--- src/rtl/ssd_pkg.sv ---
`default_nettype none
// ============================================================================
//  Module      : ssd_pkg
//  Description : Shared types and constants for the seven-segment scan
//                scheduler: scan FSM state, digit count, hex segment table.
//  Revision    : 1.0 - initial release
// ============================================================================
package ssd_pkg;

  // Number of multiplexed digits on the display
  localparam int NUM_DIGITS = 8;

  // Scan FSM: all anodes off (anti-ghosting) or one digit driven
  typedef enum logic [0:0] {
    ST_BLANK = 1'b0,
    ST_DRIVE = 1'b1
  } scan_state_e;

  // Active-low segment codes, bit order {a,b,c,d,e,f,g}, indexed by nibble
  localparam logic [15:0][6:0] SEG_TABLE = {
    7'b0111000,  // F
    7'b0110000,  // E
    7'b1000010,  // D
    7'b0110001,  // C
    7'b1100000,  // B
    7'b0001000,  // A
    7'b0000100,  // 9
    7'b0000000,  // 8
    7'b0001111,  // 7
    7'b0100000,  // 6
    7'b0100100,  // 5
    7'b1001100,  // 4
    7'b0000110,  // 3
    7'b0010010,  // 2
    7'b1001111,  // 1
    7'b0000001   // 0
  };

  // Table lookup kept as a function so callers never index the constant
  function automatic logic [6:0] hex_to_seg(input logic [3:0] nibble);
    return SEG_TABLE[nibble];
  endfunction

endpackage
`default_nettype wire

--- src/rtl/ssd_hex_decode.sv ---
`default_nettype none
// ============================================================================
//  Module      : ssd_hex_decode
//  Description : Combinational 4-bit hex nibble to active-low 7-segment
//                pattern {a,b,c,d,e,f,g}.
//  Revision    : 1.0 - initial release
// ============================================================================
module ssd_hex_decode
  import ssd_pkg::*;
(
  input  logic [3:0] nibble_i,
  output logic [6:0] seg_o
);

  // Pure table lookup, no state
  always_comb begin
    seg_o = hex_to_seg(nibble_i);
  end

endmodule
`default_nettype wire

--- src/rtl/ssd_scan_scheduler.sv ---
`default_nettype none
// ============================================================================
//  Module      : ssd_scan_scheduler
//  Description : Eight-digit multiplexed seven-segment scan scheduler.
//                Each digit slot is BLANK_CYCLES of all-off followed by
//                DWELL_CYCLES of drive. A new display word is taken through a
//                single-entry valid/ready buffer and only becomes visible at
//                a frame boundary, so a frame never mixes two words.
//                Optional build macro SSD_ZERO_BLANK_EN: suppress leading
//                zero digits (digit 0 always shown).
//  Revision    : 1.0 - initial release
// ============================================================================
module ssd_scan_scheduler
  import ssd_pkg::*;
#(
  parameter int DWELL_CYCLES = 262144,
  parameter int BLANK_CYCLES = 1024
) (
  input  logic        ClkPort,
  input  logic        Reset_n,
  input  logic        load_valid,
  output logic        load_ready,
  input  logic [31:0] load_data,
  input  logic [7:0]  load_dp,
  input  logic [7:0]  enable_mask,
  output logic [7:0]  An,
  output logic [7:0]  Cathodes,
  output logic        frame_done
);

  // One counter serves both phases, so it is sized for the longer one
  localparam int CNT_MAX = (DWELL_CYCLES > BLANK_CYCLES) ? DWELL_CYCLES : BLANK_CYCLES;
  localparam int CNT_W   = $clog2(CNT_MAX + 1);

  localparam logic [CNT_W-1:0] BLANK_LAST = CNT_W'(BLANK_CYCLES - 1);
  localparam logic [CNT_W-1:0] DWELL_LAST = CNT_W'(DWELL_CYCLES - 1);
  localparam logic [2:0]       LAST_DIGIT = 3'(NUM_DIGITS - 1);

  // Scan FSM state
  scan_state_e      state_q, state_d;
  logic [2:0]       idx_q, idx_d;
  logic [CNT_W-1:0] cnt_q, cnt_d;
  logic             frame_end_w;

  // Load buffer and the word currently on display
  logic             pend_valid_q;
  logic [31:0]      pend_data_q;
  logic [7:0]       pend_dp_q;
  logic [31:0]      active_data_q;
  logic [7:0]       active_dp_q;

  // Registered pin drive
  logic [7:0]       an_d, an_q;
  logic [7:0]       cath_d, cath_q;

  // Segment decode of the selected nibble
  logic [3:0]       nibble_w;
  logic [6:0]       seg_w;

  assign nibble_w = active_data_q[{idx_q, 2'b00} +: 4];

  ssd_hex_decode u_hex_decode (
    .nibble_i (nibble_w),
    .seg_o    (seg_w)
  );

`ifdef SSD_ZERO_BLANK_EN
  // upper_zero_w[i]: nibble i and every nibble above it are zero
  logic [NUM_DIGITS-1:0] upper_zero_w;
  logic                  lead_blank_w;

  for (genvar gi = 0; gi < NUM_DIGITS; gi++) begin : g_lead_zero
    assign upper_zero_w[gi] = ~|active_data_q[31:4*gi];
  end

  assign lead_blank_w = (idx_q != 3'd0) && upper_zero_w[idx_q] && !active_dp_q[idx_q];
`endif

  // FSM state register: phase, digit index and phase cycle counter
  always_ff @(posedge ClkPort) begin
    if (!Reset_n) begin
      state_q <= ST_BLANK;
      idx_q   <= 3'd0;
      cnt_q   <= '0;
    end else begin
      state_q <= state_d;
      idx_q   <= idx_d;
      cnt_q   <= cnt_d;
    end
  end

  // FSM next state: count out each phase, advance digit after its dwell
  always_comb begin
    state_d = state_q;
    idx_d   = idx_q;
    cnt_d   = cnt_q + 1'b1;
    case (state_q)
      ST_BLANK: begin
        if (cnt_q == BLANK_LAST) begin
          state_d = ST_DRIVE;
          cnt_d   = '0;
        end
      end
      ST_DRIVE: begin
        if (cnt_q == DWELL_LAST) begin
          state_d = ST_BLANK;
          idx_d   = idx_q + 3'd1;
          cnt_d   = '0;
        end
      end
      default: begin
        state_d = ST_BLANK;
        idx_d   = 3'd0;
        cnt_d   = '0;
      end
    endcase
  end

  // FSM outputs: next anode/cathode pattern and the frame-end strobe
  always_comb begin
    an_d        = 8'hFF;
    cath_d      = 8'hFF;
    frame_end_w = (state_q == ST_DRIVE) && (idx_q == LAST_DIGIT) && (cnt_q == DWELL_LAST);
    if (state_q == ST_DRIVE) begin
      // A masked digit keeps its slot but its anode stays off
      an_d[idx_q] = ~enable_mask[idx_q];
      cath_d      = {seg_w, ~active_dp_q[idx_q]};
`ifdef SSD_ZERO_BLANK_EN
      if (lead_blank_w) begin
        cath_d = 8'hFF;
      end
`endif
    end
  end

  // Pin drive registers, one cycle behind the FSM
  always_ff @(posedge ClkPort) begin
    if (!Reset_n) begin
      an_q   <= 8'hFF;
      cath_q <= 8'hFF;
    end else begin
      an_q   <= an_d;
      cath_q <= cath_d;
    end
  end

  // Load buffer: accept when empty, hand over to display at frame end
  always_ff @(posedge ClkPort) begin
    if (!Reset_n) begin
      pend_valid_q  <= 1'b0;
      pend_data_q   <= 32'h0;
      pend_dp_q     <= 8'h0;
      active_data_q <= 32'h0;
      active_dp_q   <= 8'h0;
    end else if (frame_end_w && pend_valid_q) begin
      active_data_q <= pend_data_q;
      active_dp_q   <= pend_dp_q;
      pend_valid_q  <= 1'b0;
    end else if (load_valid && !pend_valid_q) begin
      // Buffer empty (also on the frame-end edge): word waits for next frame
      pend_data_q  <= load_data;
      pend_dp_q    <= load_dp;
      pend_valid_q <= 1'b1;
    end
  end

  assign load_ready = ~pend_valid_q;
  assign An         = an_q;
  assign Cathodes   = cath_q;
  assign frame_done = frame_end_w;

endmodule
`default_nettype wire

--- config.mk ---
export PLATFORM = sky130hd
export DESIGN_NAME = ssd_scan_scheduler
export DESIGN_NICKNAME = d
export VERILOG_FILES = /design/src/rtl/ssd_pkg.sv /design/src/rtl/ssd_hex_decode.sv /design/src/rtl/ssd_scan_scheduler.sv
export SDC_FILE = /design/constraint.sdc
export NUM_CORES = 1
export LEC_CHECK = 0
export BUFFER_PORTS_ARGS = -buffer_cell sky130_fd_sc_hd__buf_4
export CAP_MARGIN = 15
export CORE_MARGIN = 3
export CORE_UTILIZATION = 55
export CTS_CLUSTER_SIZE = 25
export DETAILED_ROUTE_END_ITERATION = 7
export HOLD_SLACK_MARGIN = 0.1
export PLACE_DENSITY = 0.78
export SKIP_CTS_REPAIR_TIMING = 1
export SLEW_MARGIN = 0
export SYNTH_ARGS = -nofsm -noshare
export SYNTH_HDL_FRONTEND = slang
export SYNTH_HIERARCHICAL = 1
export SYNTH_SLANG_ARGS = --single-unit
--- constraint.sdc ---
create_clock -name ClkPort -period 3.8 [get_ports ClkPort]
set_clock_uncertainty 0.2 [all_clocks]
set_input_delay 0.57 -clock ClkPort [delete_from_list [all_inputs] [get_ports ClkPort]]
set_output_delay 0.57 -clock ClkPort [all_outputs]
set_load 0.02 [all_outputs]
==> Yosys cells after proc, flatten, opt, wreduce, memory -nomap -nowiden <==
Memory sizes are Yosys's and may differ from the RTL's. A register that Yosys moved wholly into a read port is not among the register bits.
Index checks and enable logic that the tools add are counted.
{ "word_totals": {"reg_bits": 120, "rom_bits": 112, "in_bits": 51, "memories": 1} }
{ "op_classes": {"addsub": 2, "n_lt_le_gt_ge": 3, "n_eq_ne": 3, "shifts": 1, "mux": 13, "bitwise": 8, "reduce_logical": 11} }
{ "memory_table": {"columns": ["memory", "words", "width", "rd", "rd_ports_with_merged_regs", "write_ports", "line", "rtl"], "rows": [
  ["(name not given)", 16, 7, 1, 1, 0, "ssd_pkg.sv:41", "return SEG_TABLE[nibble];"]
]} }
{ "ops": {"columns": ["cell", "count"], "rows": [
  ["19-bit 2-to-1 mux", 2],
  ["19-bit one-hot mux with 2 select lines", 1],
  ["32-bit by 6-bit indexed part select with 4-bit output", 1],
  ["19-bit by 1-bit adder with 19-bit output, second input constant", 1],
  ["19-bit by 10-bit == test with 1-bit output, second input constant", 1],
  ["19-bit by 18-bit == test with 1-bit output, second input constant", 1],
  ["8-bit NOT", 1],
  ["8-bit OR", 1],
  ["7-bit 2-to-1 mux", 1],
  ["1-bit binary-select mux with 3-bit select", 2],
  ["1-bit NOT", 6],
  ["2-bit AND reduction", 3],
  ["1-bit logical AND", 5],
  ["4-bit by 5-bit < comparator with 1-bit output, second input constant", 1],
  ["1-bit 2-to-1 mux", 5],
  ["3-bit by 4-bit < comparator with 1-bit output, second input constant", 1],
  ["3-bit by 1-bit adder with 3-bit output, second input constant", 1],
  ["1-bit demux with 3-bit select", 1],
  ["3-bit == test, second input constant", 1],
  ["3-bit by 1-bit >= comparator with 1-bit output, second input constant", 1],
  ["1-bit zero test", 2],
  ["1-bit one-hot mux with 2 select lines", 1],
  ["2-bit OR reduction", 1]
]} }

==> Logic depth before layout (Yosys ltp) <==
Gate-level depths: netlist of the first run.
{ "logic_depth": {"ltp_word": 6, "depth_mapped": 12, "mapped_depth_nobuf": 10} }

==> By module <==
The synthesis of the first run kept the hierarchy.
{ "modules_own_cells": {"columns": ["module", "n_inst", "cells_per_inst", "area_each_um2", "seq_area_each_um2"], "rows": [
  ["ssd_scan_scheduler", 1, 574, 4926.0, 2402.3],
  ["ssd_hex_decode", 1, 35, 247.7, 0.0]
]} }

==> Worst setup path after synthesis of the first run <==
No wires, ideal clock.
{ "synth_timing": {"path_kind": "flip-flop to flip-flop", "start": "register idx_q[0]", "end": "register cath_q[4], in the netlist Cathodes[4]", "setup_ns": 0.126, "t_arrival_ns": 2.456, "t_required_ns": 3.474, "path_slack_ns": 1.017, "path_stages_with_launch": 11, "period_less_slack_ns": 2.783, "path_cell_list": "dfxtp_1 > buf_1 > clkbuf_1 > nand2_1 > o21ai_0 > inv_1 > ha_1 > or2_2 > a21oi_1 > a31oi_1 > nand2b_1"} }
{ "synth_between": {"elab_chain_len": 1} }
{ "synth_rtl": {"columns": ["item", "line", "rtl"], "rows": [
  ["start, declared", "ssd_scan_scheduler.sv:41", "logic [2:0] idx_q, idx_d;"],
  ["start signal, assigned", "ssd_scan_scheduler.sv:87", "idx_q <= idx_d;"],
  ["32-bit by 6-bit indexed part select with 4-bit output", "ssd_scan_scheduler.sv:60", "assign nibble_w = active_data_q[{idx_q, 2'b00} +: 4];"],
  ["via nibble_w[1]", "ssd_scan_scheduler.sv:57", "logic [3:0] nibble_w;"],
  ["end, declared", "ssd_scan_scheduler.sv:54", "logic [7:0] cath_d, cath_q;"]
]} }
The timed path passes the listed nets, and every way through them passes these cells.
A chain may end at the register's enable or synchronous reset.

==> Final worst setup path of the first run <==
{ "layout_timing": {"start": "register cnt_q[4]", "end": "output port frame_done"} }
{ "layout_between": {"elab_chain_len": 2} }
{ "layout_rtl": {"columns": ["item", "line", "rtl"], "rows": [
  ["start, declared", "ssd_scan_scheduler.sv:42", "logic [CNT_W-1:0] cnt_q, cnt_d;"],
  ["start signal, assigned", "ssd_scan_scheduler.sv:88", "cnt_q <= cnt_d;"],
  ["19-bit by 18-bit == test with 1-bit output", "ssd_scan_scheduler.sv:123", "frame_end_w = (state_q == ST_DRIVE) && (idx_q == LAST_DIGIT) && (cnt_q == DWELL_LAST);"],
  ["1-bit logical AND", "ssd_scan_scheduler.sv:123", null],
  ["end, declared", "ssd_scan_scheduler.sv:28", "output logic frame_done"]
]} }
No other way between the ends.

==> results of run 1 <==
==> synthesized netlist by cell type (2+ instances only) <==
cell type / instances / share of area
nand4_1: 51 / 0.062
nor3b_1: 2 / 0.0029
nor4_1: 6 / 0.0073
nor2_1: 8 / 0.0058
inv_1: 7 / 0.0051
mux2i_1: 5 / 0.0097
nor3_1: 18 / 0.017
buf_2: 12 / 0.012
clkbuf_1: 35 / 0.025
buf_1: 3 / 0.0022
dfxtp_1: 120 / 0.46
a21oi_1: 86 / 0.083
nand3_1: 14 / 0.014
nand2_1: 95 / 0.069
xor2_1: 8 / 0.014
buf_4: 3 / 0.0044
nand2b_1: 8 / 0.0097
o21ai_0: 51 / 0.049
mux2_2: 6 / 0.013
o22ai_1: 3 / 0.0036
o21a_1: 2 / 0.0029
and4_1: 4 / 0.0068
a22oi_1: 3 / 0.0044
ha_1: 10 / 0.024
nand3b_1: 5 / 0.0073
a31oi_1: 2 / 0.0024
mux4_2: 4 / 0.017
and3_1: 6 / 0.0073
nor2b_1: 4 / 0.0048
o21ai_1: 2 / 0.0019
xnor2_1: 6 / 0.010
==> worst min path at each step <==
stage	from	end	slack [ps]	cells after the start
2_1_floorplan	pend_data_q[0]$_SDFFE_PN0P_	pend_data_q[0]$_SDFFE_PN0P_	240	2
3_3_place_gp	pend_data_q[12]$_SDFFE_PN0P_	pend_data_q[12]$_SDFFE_PN0P_	250	2
3_5_place_dp	pend_data_q[27]$_SDFFE_PN0P_	pend_data_q[27]$_SDFFE_PN0P_	250	2
4_1_cts	enable_mask[2]	An[2]$_SDFF_PN1_	30	2
5_1_grt	load_data[24]	pend_data_q[24]$_SDFFE_PN0P_	100	3
6_report	load_data[29]	pend_data_q[29]$_SDFFE_PN0P_	100	3
==> area by class of cell <==
class | instances | area (um^2) | area share
multi-input combinational | 428 | 2514 | 0.3822
timing repair buffer | 109 | 910.9 | 0.1385
clock inverter | 10 | 145.1 | 0.02207
clock buffer | 22 | 442.9 | 0.06735
inverter | 7 | 26.28 | 0.003995
tap | 108 | 135.1 | 0.02055
sequential | 120 | 2402 | 0.3653
==> logic make-up (layout without fill, tap and decap cells) <==
kind of cell             count (synthesis)  in the layout
flip-flops                             120            120
buffers and inverters                   61            148
adder cells (fa/ha/maj)                 10             10
XOR/XNOR                                14             14
multiplexers                            15             15
AO/OA/AOI/OAI                          160            160
AND/OR/NAND/NOR                        229            229
==> per-layer routing <==
layer / vias up / part of all wire / wire, um / track usage
li1: 2336 / - / - / -
met1: 2259 / 0.45 / 5718 / 0.3326
met2: 151 / 0.48 / 6068 / 0.3695
met3: 20 / 0.059 / 746 / 0.06969
met4: 0 / 0.014 / 175 / 0.09462
met5: - / 0 / 0 / 0
==> registers in the layout (all words and copies together), names as in the netlist <==
name	flops
active_dp_q	8
state_q	1
Cathodes	8
idx_q	3
cnt_q	19
An	8
pend_dp_q	8
active_data_q	32
pend_valid_q	1
pend_data_q	32
==> critical path: cells and delay by family, from the launching register on <==
kind	cells	cell delay, ps
buffers and inverters	2	480
flip-flops	1	430
AND/OR/NAND/NOR	3	870
==> power breakdown <==
part,switching (mW),internal (mW)
Combinational,0.0686,0.0788
Sequential,0.0165,1.29
Clock,0.573,1.02
Total,0.658,2.39
==> metrics by stage <==
step                      hold slack [ps]  cell area [um^2]    util  instances  total power, mW
after global routing                100.2              6576  0.7361        804            3.143
after detailed placement            247.3              5670  0.6347        742            1.446
after CTS                           25.35              6259  0.7006        774            3.025
after floorplan                     236.7              5174       -        609            1.386
final                               103.4              6576  0.7361        804            3.043
after global placement              248.0              5670  0.6347        742            1.442
==> results.txt, run 1 <==
The flow ran to the end, and the final reports show no timing, DRC or antenna violations. The analysis attributes to cell leakage a power of 2.415 nW. The tools report the source of the critical timing path as cnt_q[4]$_SDFF_PN0_.

Clock tree synthesis selected as its root buffer the cell clkbuf_8. The multiplexer share of the synthesized area came out at 0.04015. Timing analysis after detailed placement gives a worst setup slack of 1005 ps.

The number of hold violations in the final report is 0. The synthesized flop and latch total came out at 120. The path type of the worst setup path was reg -> out.

Clock-pin slew was measured on the worst setup and hold paths at 60 ps. In the layout the commonest cells are dfxtp_1, nand2_1, a21oi_1, buf_4. The slowest stage of the critical path belongs to the cell dfxtp_1.

Setup repair after global routing left no endpoint under its margin. The total of warnings raised by yosys came out at 6. The clock period could shrink to 3073 ps. The period utilization came out at 0.8086. The post-synthesis async set-or-reset flop share was 0. The logs give 520 ps for the later-pin clock latency in the skew report and 5 for the number of detailed-routing iterations run before antenna repair.

For the mapped cell area, the log shows 5174 um^2. Among all flip-flop cells after synthesis, the most frequent one is dfxtp_1. The wire length per cell after detailed routing was 15.81 um. 69 I/O pins were placed.

The global route total overflow is 0. The number of setup violations in the final report was 0; the cell depth of the worst flop-to-flop path was 9. The run gives 4766 as the routed via count.

The worst-margin pin slew works out to 986.6 ps. For the worst-case clock buffer depth, the log shows 2. For the number of global-route vias before repair, the log shows 4311.

The simple-gate share of the synthesized area came out at 0.2278. The final antenna-violating net count is 0. The core box area was 8934 um^2; the number of filler instances in the final layout was 690.

The first routing iteration left 276 violations. The global-route wire length before repair came out at 20.47 mm. By instance count, the cell type seen most on the critical path is buf_4. The logs give 0.8622 for the last weighted congestion value of the routability-driven placer and 2300 ps for the critical path data arrival time. The repair_antennas step left the layout with diodes totalling 0. TritonCTS built the clock tree. The worst slew margin relative to its limit is 0.3400, and the count of flip-flops with a built-in enable after synthesis is 0. The total power per unit cell area was 462.8 nW/um^2. The adder-cell area share of the yosys netlist was 0.02418. Following the worst setup path forward leads to its endpoint at frame_done.

In this run the core area contains 34 standard-cell rows. The layout overhead on the synthesized area works out to 27.11%. The height of the chip is 103.0 um. Worst min-delay path category: in -> reg. The logs give 0.4643 for the share of the yosys chip area belonging to registers and 0 for the initial antenna violation count. For this run, the slowest stage of the critical path takes 430 ps. The quantity of I/O buffers inserted on ports works out to 68. The number of different library cells used by synthesis comes to 51. Top achievable clock speed: 325.4 MHz. The tools report the destination of the worst register-to-register timing path as Cathodes[4]$_SDFF_PN1_. The startpoint of the most critical register-to-register path is idx_q[1]$_SDFFE_PN0P_. The post-detailed-routing wire length is 12.71 mm.

The area fraction in compound gates after synthesis was 0.1690; the fraction of final layout cells sized beyond drive strength 1 was 0.1825. For the worst setup path, the data required time is 3030 ps. Setup slack on the worst reg-to-reg path comes out at 870 ps. The run gives 0 as the number of DRC violations after detailed routing.

Of all nets on the critical path, the largest fanout is 45. The number of standard cells after synthesis is 609, and the initial standard-cell utilization of the core is 0.5791. The tool flagged a number of max-cap violations equal to 0.

After routing, the total negative slack on setup checks comes to 0 ps. The tools report the number of max-slew violations in the final report as 0. The full die area was 10610 um^2. The net count of the finished layout is 744. By area, the combinational part of the netlist is dominated by simple AND/OR/NAND/NOR gates. Walking the worst path, the cells encountered are and4_1 > nand4_1 > buf_4 > nor4_1 > buf_4. Entering global routing, the biggest net connects 46 pins. Across the VDD grid, the largest voltage drop is 0.2779 mV. The worst setup path is captured at a primary output. The xor and xnor fraction of the mapped netlist area came out at 0.02370. Leaving out fill and tap cells, the most frequent cell in the layout is dfxtp_1.

The average size of a mapped cell is 8.495 um^2, and the HPWL after detailed placement is 7.961 mm. The global-route total usage across every layer came out at 0.2448. The post-synth net total is 670. The logs give 120 for the total clock sinks and 17 for the total clock buffers created by CTS. Number of vias per cell after detailed routing: 5.928. The H-tree was split into 4 levels.

Setup slack on the critical path of the routed design comes to 727.2 ps. The die outline width works out to 103.0 um. STA classifies the critical path startpoint as a register.
Power figures use the tool's default switching activity.
==> run 2: changes to the inputs <==
--- a/config.mk
+++ b/config.mk
@@ -5,14 +5,15 @@
 export SDC_FILE = /design/constraint.sdc
 export NUM_CORES = 1
 export LEC_CHECK = 0
+export ABC_AREA = 1
 export BUFFER_PORTS_ARGS = -buffer_cell sky130_fd_sc_hd__buf_4
 export CAP_MARGIN = 15
 export CORE_MARGIN = 3
-export CORE_UTILIZATION = 55
+export CORE_UTILIZATION = 51
 export CTS_CLUSTER_SIZE = 25
 export DETAILED_ROUTE_END_ITERATION = 7
 export HOLD_SLACK_MARGIN = 0.1
-export PLACE_DENSITY = 0.78
+export PLACE_DENSITY = 0.76
 export SKIP_CTS_REPAIR_TIMING = 1
 export SLEW_MARGIN = 0
 export SYNTH_ARGS = -nofsm -noshare
==> constraint.sdc (replaced) <==
create_clock -name ClkPort -period 2.8 [get_ports ClkPort]
set_clock_uncertainty 0.2 [all_clocks]
set_input_delay 0.42 -clock ClkPort [delete_from_list [all_inputs] [get_ports ClkPort]]
set_output_delay 0.42 -clock ClkPort [all_outputs]
set_load 0.02 [all_outputs]
==> run 2 against run 1 <==
Register-to-register slack got worse by 630 ps. Synthesized cell count increased by 10%. Combinational power increased by 62%. Synthesized area decreased by 2.6%. First-iteration DRC count increased by 5.4%. Sequential cell count unchanged. Wire length increased by 1.7%. Power increased by 36%. Largest cell class is now registers. Highest routed layer unchanged.
==> results.txt, run 2 <==
The logs give 0 (unchanged) for the number of DRC violations after detailed routing and 120 (unchanged) for the total clock sinks. TritonCTS built the clock tree. For the global-route total usage across every layer, the log shows 0.2259 (-0.01882). Setup repair after global routing left no endpoint under its margin.

For the worst slew margin relative to its limit, the log shows 0.5965 (+0.2565). For the minimum hold slack, the log shows 156.3 ps (+52.87 ps). The number of DRC markers in iteration 0 is 291 (+5.4%), and the static leakage is 2.807 nW (+16%).

Full die area: 11110 um^2 (+4.8%). Fraction of final layout cells sized beyond drive strength 1: 0.1767 (-0.005780). The cell depth of the worst flop-to-flop path came out at 13 (+4). For the number of detailed-routing iterations run before antenna repair, the log shows 5 (unchanged). The cell sitting at the root of the clock tree is a clkbuf_8. The total negative setup slack was 0 ps (unchanged). The flow ran to the end, and the final reports show no timing, DRC or antenna violations. The wire length per cell after detailed routing was 13.94 um (-12%); the die outline width was 105.4 um (+2.4%). Post-synth net total: 731 (+9.1%). For this run, the top clock speed supported by timing is 381.3 MHz. The adder-cell area share of the yosys netlist works out to 0.02482 (+0.0006363). The most critical setup path has its startpoint at cnt_q[0]$_SDFF_PN0_. The count of antenna diodes in the layout was 0 (unchanged); the simple-gate share of the synthesized area was 0.2951 (+0.06730). The layout overhead on the synthesized area came out at 33.78%.

The most common library cell in the layout ignoring fill and taps is dfxtp_1. The total power per unit cell area is 614.2 nW/um^2 (+33%). For the worst-case clock buffer depth, the log shows 2 (unchanged). The worst min-delay path category is in -> reg. The tools report the initial standard-cell utilization of the core as 0.5354 (-0.04372). The largest registers in the layout are active_data_q: 32 flops, pend_data_q: 32 flops, cnt_q: 19 flops. The count of flip-flops with a built-in enable after synthesis was 0 (unchanged).

The height of the chip was 105.4 um (+2.4%); the post-detailed-placement cell area was 5617 um^2 (-0.95%). The largest stage delay on the critical path works out to 350 ps (-80 ps). For the maximum level of the CTS H-tree, the log shows 4 (unchanged). Total clock buffers created by CTS: 17 (unchanged).

The tools report the worst setup path endpoint as frame_done. The logs give 0 (unchanged) for the global route total overflow and 6 (unchanged) for the total of warnings raised by yosys. For the final antenna-violating net count, the log shows 0 (unchanged).

The tools report the sequential share of power as 0.431 (+0.003). Critical path's slowest cell: dfxtp_1. The number of different library cells in the post-synthesis netlist came out at 32 (-37%). For the largest net degree at the start of global routing, the log shows 52 (+13%). The commonest cells after synthesis are dfxtp_1, nand2_1, nor2_1. The multiplexer share of the synthesized area is 0 (-0.04015). By area the synthesized netlist is led by dfxtp_1, nand2_1, nor2_1, nand3_1, o21ai_0.

The path type of the worst setup path was reg -> out. The number of standard cells after synthesis came out at 670 (+10%). The slack of the worst reg-to-reg path is 240 ps (-630 ps), and the power share of the clock group is 0.511 (-0.012). The number of setup violations in the final report is 0 (unchanged).

The quantity of I/O buffers inserted on ports was 68 (unchanged). The CTS clock-pin slew for the worst setup and hold paths is 60 ps (about the same). The number of hold violations in the final report came out at 0 (unchanged).

In the synthesized netlist the dominant register cell turns out to be dfxtp_1. Kind of end point of the critical path: a primary output. The run gives 510 ps (about the same) as the later-pin clock latency in the skew report. Peak fanout along the critical path: 4 (-91%). The worst path in the final design needs a cycle of 2623 ps, including I/O delays and setup.

The area fraction in compound gates after synthesis came out at 0.1139 (-0.05512). The tools report the destination of the worst register-to-register timing path as Cathodes[1]$_SDFF_PN1_. The mapped cell area came out at 5041 um^2 (-2.6%). The max-capacitance violation count is 0 (unchanged), and the number of vias per cell after detailed routing is 5.224 (-12%). The worst setup path is launched from a register. The average size of a mapped cell is 7.524 um^2 (-11%), and the critical path data arrival time is 2000 ps (-300 ps). Initial antenna violation count: 0 (unchanged). For the share of the yosys chip area belonging to registers, the log shows 0.4765 (+0.01222).

Site row count: 35 (+2.9%). In this run the critical register-to-register path is launched from idx_q[0]$_SDFFE_PN0P_. dfxtp_1 is the most common cell in the netlist. The final cell count without fillers is 927 (+15%), and the last weighted congestion value of the routability-driven placer is 0.9639 (+12%). The logs give 2180 ps (-850 ps) for the worst path required time and 12.92 mm (+1.7%) for the post-detailed-routing wire length.

The period utilization was 0.9368; the final-stage net count was 846 (+14%). The tools report the number of max-slew violations in the final report as 0 (unchanged). For the total instance count after detailed placement, the log shows 844 (+14%). The worst-margin pin slew is 604.5 ps (-382.0 ps). The top-level I/O count was 69 (unchanged); the top-area cell type share of the netlist area was 0.4765 (+0.01222).

After synthesis, the largest family of logic cells by area is simple AND/OR/NAND/NOR gates. The total internal power came out at 3.172 mW (+33%). The number of filler instances in the final layout was 717 (+3.9%). The final instance area is 6744 um^2 (+2.5%), and the switching fraction of total power is 0.2342 (+0.01785). For the global-route wire length before repair, the log shows 20.60 mm (+0.64%). The post-synthesis async set-or-reset flop share was 0 (unchanged). The run gives 0.4263 mV (+53%) as the peak supply drop.

Of all cell types, the one taking the most synthesized area is dfxtp_1. The run gives 4843 (+1.6%) as the routed via count. The reported net switching power is 0.9701 mW (+47%).

Walking the worst path, the cells encountered are ha_1 > nand3_2 > inv_1 > nand2_2 > nor3_1 > nand2_1 > nor2_1 > buf_4. The core box area is 9415 um^2 (+5.4%). The xor and xnor fraction of the mapped netlist area is 0.01911 (-0.004589), and the power share of the combinational group is 0.057 (+0.009). The HPWL after detailed placement is 8.194 mm (+2.9%). The tools report the number of global-route vias before repair as 4380 (+1.6%).

The synthesized flop and latch total came out at 120 (unchanged). The top cell types in the final layout, fill and taps aside, are dfxtp_1, nor2_1, nand2_1, buf_4, nand3_1.
[run 2: changes by cell type after synthesis, moves of 5 or more]
cell | before | now
clkbuf_1 | 35 | 18
nand3b_1 | 5 | 0
mux2i_1 | 5 | 0
nand2_1 | 95 | 116
mux2_2 | 6 | 0
and3_1 | 6 | 0
nand4_1 | 51 | 5
nand2b_1 | 8 | 0
nand3_1 | 14 | 76
or2_2 | 1 | 7
nor2_1 | 8 | 115
inv_1 | 7 | 41
nor3_1 | 18 | 8
a21oi_1 | 86 | 45
[run 2: logic make-up after synthesis]
kind of cell,count (synthesis)
buffers and inverters,81
DFF,120
xor gates and xnor gates,11
adders and majority gates,10
and+or+nand+nor,341
AOI/OAI and AO/OA,107
[run 2: worst max-delay path, delay by kind of cell (launching register included)]
| family | cells | cell delay [ps] |
|---|---|---|
| adders and majority gates | 1 | 210 |
| buffers and inverters | 2 | 250 |
| and+or+nand+nor | 5 | 680 |
| DFF | 1 | 350 |
[run 2: through the flow]
stage | setup slack [ps] | utilization | total power, mW
3_3_place_gp | 320.2 | 0.5965 | 1.992
5_1_grt | 17.55 | 0.7163 | 4.275
4_1_cts | 124.5 | 0.6583 | 4.102
2_1_floorplan | 392.9 | - | 1.914
3_5_place_dp | 153.9 | 0.5965 | 1.999
6_report | 177.1 | 0.7163 | 4.142
[run 2: power by group through the flow]
| stage | Sequential, mW | Combinational [mW] | Clock (mW) |
|---|---|---|---|
| finish | 1.79 | 0.238 | 2.12 |
| global placement | 1.82 | 0.172 | 0 |
| detailed placement | 1.82 | 0.177 | 0 |
| CTS | 1.79 | 0.179 | 2.14 |
| global route | 1.79 | 0.267 | 2.22 |
| floorplan | 1.81 | 0.102 | 0 |
[run 2: metal layers]
layer  vias up  part of all wire  global-route usage
met5         -                 0                   0
met4         0             0.021             0.08716
met3        25             0.058             0.05450
met2       159              0.48              0.3534
met1      2240              0.44              0.3016
li1       2419                 -                   -
[run 2: layout make-up]
class                   instances  area (um^2)  area share
clock inverters                14        163.9     0.02430
well taps                     129        161.4     0.02393
flip-flops and latches        120         2406      0.3568
clock buffers                  18        417.9     0.06197
multi-input cells             469         2292      0.3399
repair buffers                130         1126      0.1670
inverters                      47        176.4     0.02616
[run 2: how the worst min path moves through the flow]
stage / start / endpoint / slack (ps) / cells past startpoint
global placement: cnt_q[0]$_SDFF_PN0_ / cnt_q[0]$_SDFF_PN0_ / 230 / 1
finish: Reset_n / cnt_q[13]$_SDFF_PN0_ / 160 / 3
global route: Reset_n / cnt_q[13]$_SDFF_PN0_ / 190 / 3
detailed placement: cnt_q[0]$_SDFF_PN0_ / cnt_q[0]$_SDFF_PN0_ / 250 / 1
floorplan: cnt_q[0]$_SDFF_PN0_ / cnt_q[0]$_SDFF_PN0_ / 220 / 1
CTS: enable_mask[7] / An[7]$_SDFF_PN1_ / -120 / 2
